==> src/rtl/fetch_ctrl.sv <==
// Instruction fetch controller: owns the PC's sync reset and relative-branch inputs,
// registers ROM words into the instruction register, squashes wrong-path slots, detects halt.
module fetch_ctrl #(
    parameter int W  = 8,
    parameter int I  = 9,
    parameter int CW = 16
) (
    input  logic          clk,
    input  logic          rst,
    input  logic          start,
    input  logic [W-1:0]  pc,
    input  logic [I-1:0]  instr_in,
    input  logic          zero,
    output logic          pc_reset,
    output logic          branch_rel,
    output logic [W-1:0]  target,
    output logic [I-1:0]  instr,
    output logic          instr_valid,
    output logic          done,
    output logic [CW-1:0] cycle_count
);

    typedef enum logic [1:0] {
        IDLE  = 2'd0,
        FETCH = 2'd1,
        HALT  = 2'd2
    } state_t;

    localparam logic [I-1:0]  HALT_WORD = '1;
    localparam logic [CW-1:0] COUNT_MAX = '1;

    state_t        state, state_next;
    logic [I-1:0]  ir, ir_next;
    logic          valid_next;
    logic          done_next;
    logic [CW-1:0] count_next;

    logic          ir_is_halt;
    logic          ir_is_branch;
    logic [5:0]    offset;

    // The PC value is observed only through the ROM word it addresses.
    logic unused_pc;
    assign unused_pc = ^pc;

    assign ir_is_halt   = (ir == HALT_WORD);
    assign ir_is_branch = (ir[I-1 -: 3] == 3'b111) && !ir_is_halt;
    assign offset       = ir[5:0];

    always_ff @(posedge clk or posedge rst) begin
        if (rst) begin
            state       <= IDLE;
            ir          <= '0;
            instr_valid <= 1'b0;
            done        <= 1'b0;
            cycle_count <= '0;
        end else begin
            state       <= state_next;
            ir          <= ir_next;
            instr_valid <= valid_next;
            done        <= done_next;
            cycle_count <= count_next;
        end
    end

    always_comb begin
        state_next = state;
        ir_next    = ir;
        valid_next = instr_valid;
        done_next  = done;
        count_next = cycle_count;
        case (state)
            IDLE, HALT: begin
                if (start) begin
                    state_next = FETCH;
                    ir_next    = '0;
                    valid_next = 1'b0;
                    done_next  = 1'b0;
                    count_next = '0;
                end
            end
            FETCH: begin
                if (cycle_count != COUNT_MAX) begin
                    count_next = cycle_count + CW'(1);
                end
                if (instr_valid && ir_is_halt) begin
                    state_next = HALT;
                    valid_next = 1'b0;
                    done_next  = 1'b1;
                end else if (instr_valid && ir_is_branch && zero) begin
                    // The word fetched at branch+1 is wrong-path; replace it with a bubble.
                    ir_next    = '0;
                    valid_next = 1'b0;
                end else begin
                    ir_next    = instr_in;
                    valid_next = 1'b1;
                end
            end
            default: begin
                state_next = IDLE;
            end
        endcase
    end

    // PC already points one past the branch, hence offset+1.
    assign pc_reset   = (state != FETCH);
    assign branch_rel = (state == FETCH) && instr_valid && ir_is_branch;
    assign target     = branch_rel ? (W'(offset) + W'(1)) : '0;
    assign instr      = ir;

endmodule

==> config.mk <==
export PLATFORM = sky130hd
export DESIGN_NAME = fetch_ctrl
export DESIGN_NICKNAME = d
export VERILOG_FILES = /design/src/rtl/fetch_ctrl.sv
export SDC_FILE = /design/constraint.sdc
export NUM_CORES = 1
export LEC_CHECK = 0
export ABC_AREA = 0
export BUFFER_PORTS_ARGS = -buffer_cell sky130_fd_sc_hd__buf_2
export CAP_MARGIN = 20
export CORE_ASPECT_RATIO = 1.5
export CORE_MARGIN = 1.5
export CORE_UTILIZATION = 40
export CTS_BUF_LIST = sky130_fd_sc_hd__clkbuf_8
export CTS_CLUSTER_DIAMETER = 100
export CTS_CLUSTER_SIZE = 20
export DETAILED_ROUTE_END_ITERATION = 7
export PLACE_DENSITY = 0.78
export SLEW_MARGIN = 25
export SYNTH_ARGS = -nofsm -noshare
export SYNTH_HDL_FRONTEND = slang
export SYNTH_SLANG_ARGS = --single-unit
==> constraint.sdc <==
create_clock -name clk -period 4.2 [get_ports clk]
set_clock_uncertainty 0.2 [all_clocks]
set_input_delay 0 -clock clk [delete_from_list [all_inputs] [get_ports clk]]
set_output_delay 0 -clock clk [all_outputs]
set_load 0.02 [all_outputs]
==> flow_summary.ini <==
[status]
status = finished, final reports clean

[detailed_routing]
via_count = 1503
drc = 0
drt_iter0_drc = 35
viasPerCell = 5.61
firstDrtPassIters = 4
wl_mm = 4.13
wire_per_inst_um = 15.4
ant_nets = 0

[clock_tree]
cts.clk_slew.worst_paths_ns = 0.06
clockRootBuffer = clkbuf_8
cts_buffer_depth = 2
cts.sinks = 29
postCtsSetupBuffers = 0
postCtsResizedCells = 0
cts_tree = built
clock_latency_ns = 0.28
cts_buffers = 5
ctsHoldBuffers = 11
cts_htree_levels = 2

[global_route]
grt_max_degree = 30
track_usage = 0.209
grt_first_pass_wirelength_mm = 6.69
grt_remaining_overflow = 0
grt_pass1_vias = 1476
antenna_found_initial = 0

[final_layout]
nets = 246
diodes = 0
drive_gt1_frac = 0.251
fillCellCount = 376
area_delta_synth_final_pct = 27.1

[worst_setup_path]
cp_data_required_time_ns = 4.21
crit_path_end_kind = register
cp.arrival_ns = 2.38
cp_slowest_cell = a2111oi_0
crit_path_max_incr_delay_ns = 0.63
reg2reg_to = cycle_count[8]
crit_path_max_fanout = 12
r2r-start = cycle_count[0]
reg2regPathDepth = 5
cp_common_cell = and4_1
crit_path_cell_trace = ha_1 -> and4_1 -> and4_1 -> a2111oi_0 -> mux2i_1
worst-setup-path-type = register to register
cp-start-kind = register
ff2ff_setup_slack_ns = 1.83

[placement]
dp_hpwl_mm = 2.76
port_buffers = 47
place_congestion = 0.821

[sta]
setup_violations = 0
worst_pin_slew_ns = 0.823
fmax_mhz = 422
rsz0062_at_grt = false
period_needed_ns = 2.37
hold_viol = 0
relSlewSlack = 0.451
maxSlewViolCount = 0
tns_ns = 0
finalCritPeriodShare = 0.564

[synth]
ys_ff_latch = 29
syn_inst = 166
yosysSeqAreaShare = 0.447
synth_cell_type_count = 41
yosysWarningCount = 0
syn_avg_cell_area_um2 = 9.78
syn-cell-area_um2 = 1620

[pwr]
seq_power_share = 0.405
p_clk_frac = 0.195
p_comb_frac = 0.400
vdd_drop_max_mv = 0.388
sw_frac_of_total = 0.432
finalPower_uw = 1180
netSwitchingPower_uw = 509
powerDensity_nw_per_um2 = 571
power_leakage_uw = 0.00101
p_int_uw = 669

[floorplan]
fp.dieH_um = 81.0
die_w_um = 55.0
ios = 58
core_um2 = 3920
start_util = 0.414
row_count = 28
die-area_um2 = 4460

[hold_path]
worstHoldPathType = primary input to asynchronous set/reset pin

[run]
max-cap-violations = 0
-- cell families after synthesis --
group,count (synthesis),synth area share
other,1,0.00231
adder cells (fa/ha/maj),2,0.0154
flip-flops,29,0.447
buffers and inverters,16,0.0493
multiplexers,11,0.0678
AND/OR/NAND/NOR,63,0.213
XOR/XNOR,4,0.0216
AO/OA/AOI/OAI,40,0.183
-- layout make-up --
| cell class | count | area [um^2] | area share |
|---|---|---|---|
| sequential | 29 | 726 | 0.352 |
| tap | 45 | 56.3 | 0.0273 |
| clock buffer | 6 | 82.6 | 0.0400 |
| multi-input combinational | 122 | 822 | 0.398 |
| timing repair buffer | 58 | 345 | 0.167 |
| inverter | 7 | 28.8 | 0.0139 |
| clock inverter | 1 | 3.75 | 0.00182 |
-- metal layers --
layer  GRT usage  routed length (um)  vias to the layer above
met4      0.0878                  60                        0
met2       0.376                2310                       51
met3      0.0570                 221                        8
met1       0.217                1530                      726
li1            -                   -                      718
met5           0                   0                        -
-- per-stage QoR --
stage	worst slack, ns	cells	util	area [um^2]	hold slack, ns
after CTS	1.82	268	0.526	2060	0.161
after global routing	1.62	268	0.526	2060	0.192
final	1.83	268	0.526	2060	0.147
after global placement	1.86	250	0.476	1870	0.0169
after floorplan	2.11	167	-	1630	-0.122
after detailed placement	1.85	250	0.476	1870	-0.0850
-- how the worst max path moves through the flow --
stage               cells past startpoint         endpoint      startpoint
finish                                  5   cycle_count[8]  cycle_count[0]
global route                            4  cycle_count[13]        state[0]
CTS                                     5   cycle_count[8]  cycle_count[0]
detailed placement                      5   cycle_count[8]  cycle_count[0]
global placement                        4  cycle_count[13]        state[0]
floorplan                               5   cycle_count[8]  cycle_count[0]
-- sequential cells by signal, indices dropped and copies added, names as in the netlist --
signal,count
done,1
cycle_count,16
instr_valid,1
instr,9
state,2
-- synthesized netlist by cell type, drive strengths merged --
master | n | area (um^2)
a2111o | 1 | 11.3
a2111oi | 2 | 17.5
a211o | 1 | 8.76
a211oi | 6 | 45.0
a21o | 1 | 7.51
a21oi | 6 | 33.8
a22o | 10 | 87.6
a311o | 1 | 10.0
a31oi | 1 | 6.26
and2 | 4 | 25.0
and2b | 1 | 7.51
and3 | 3 | 18.8
and3b | 1 | 8.76
and4 | 5 | 43.8
buf | 5 | 36.3
clkbuf | 4 | 15.0
conb | 1 | 3.75
dfrtp | 29 | 726
ha | 2 | 25.0
inv | 7 | 28.8
mux2i | 11 | 110
nand2 | 18 | 67.6
nand2b | 10 | 62.6
nand3 | 5 | 25.0
nand4 | 5 | 31.3
nor2 | 6 | 22.5
nor2b | 1 | 6.26
o211ai | 2 | 15.0
o21a | 1 | 7.51
o21ai | 4 | 20.0
o22ai | 2 | 12.5
o31ai | 2 | 15.0
or3 | 2 | 12.5
or4 | 2 | 15.0
xnor2 | 3 | 26.3
xor2 | 1 | 8.76
-- power by group through the flow --
stage	combinational, uW	clock, uW	sequential [uW]
floorplan	215	0	560
global placement	448	0	474
detailed placement	460	0	477
CTS	473	235	474
global route	513	244	494
finish	471	229	478
-- critical path, delay by kind of cell (launching register included) --
kind / cells / cell delay, ns
simple gates: 2 / 0.56
flops: 1 / 0.41
mux: 1 / 0.25
compound gates: 1 / 0.63
fa+ha+maj: 1 / 0.25
-- cell usage in the layout (no fill, tap or decap), types with 6 or more instances in the layout --
| master | Yosys | layout |
|---|---|---|
| a211oi_1 | 6 | 6 |
| mux2i_1 | 11 | 11 |
| clkbuf_8 | 0 | 6 |
| nand2_1 | 18 | 18 |
| nand2b_1 | 10 | 10 |
| buf_2 | 2 | 47 |
| inv_1 | 6 | 6 |
| dlygate4sd3_1 | 0 | 11 |
| nor2_1 | 6 | 6 |
| a22o_1 | 10 | 10 |
| dfrtp_1 | 29 | 29 |
No activity file was read; power rests on OpenSTA's default activity.
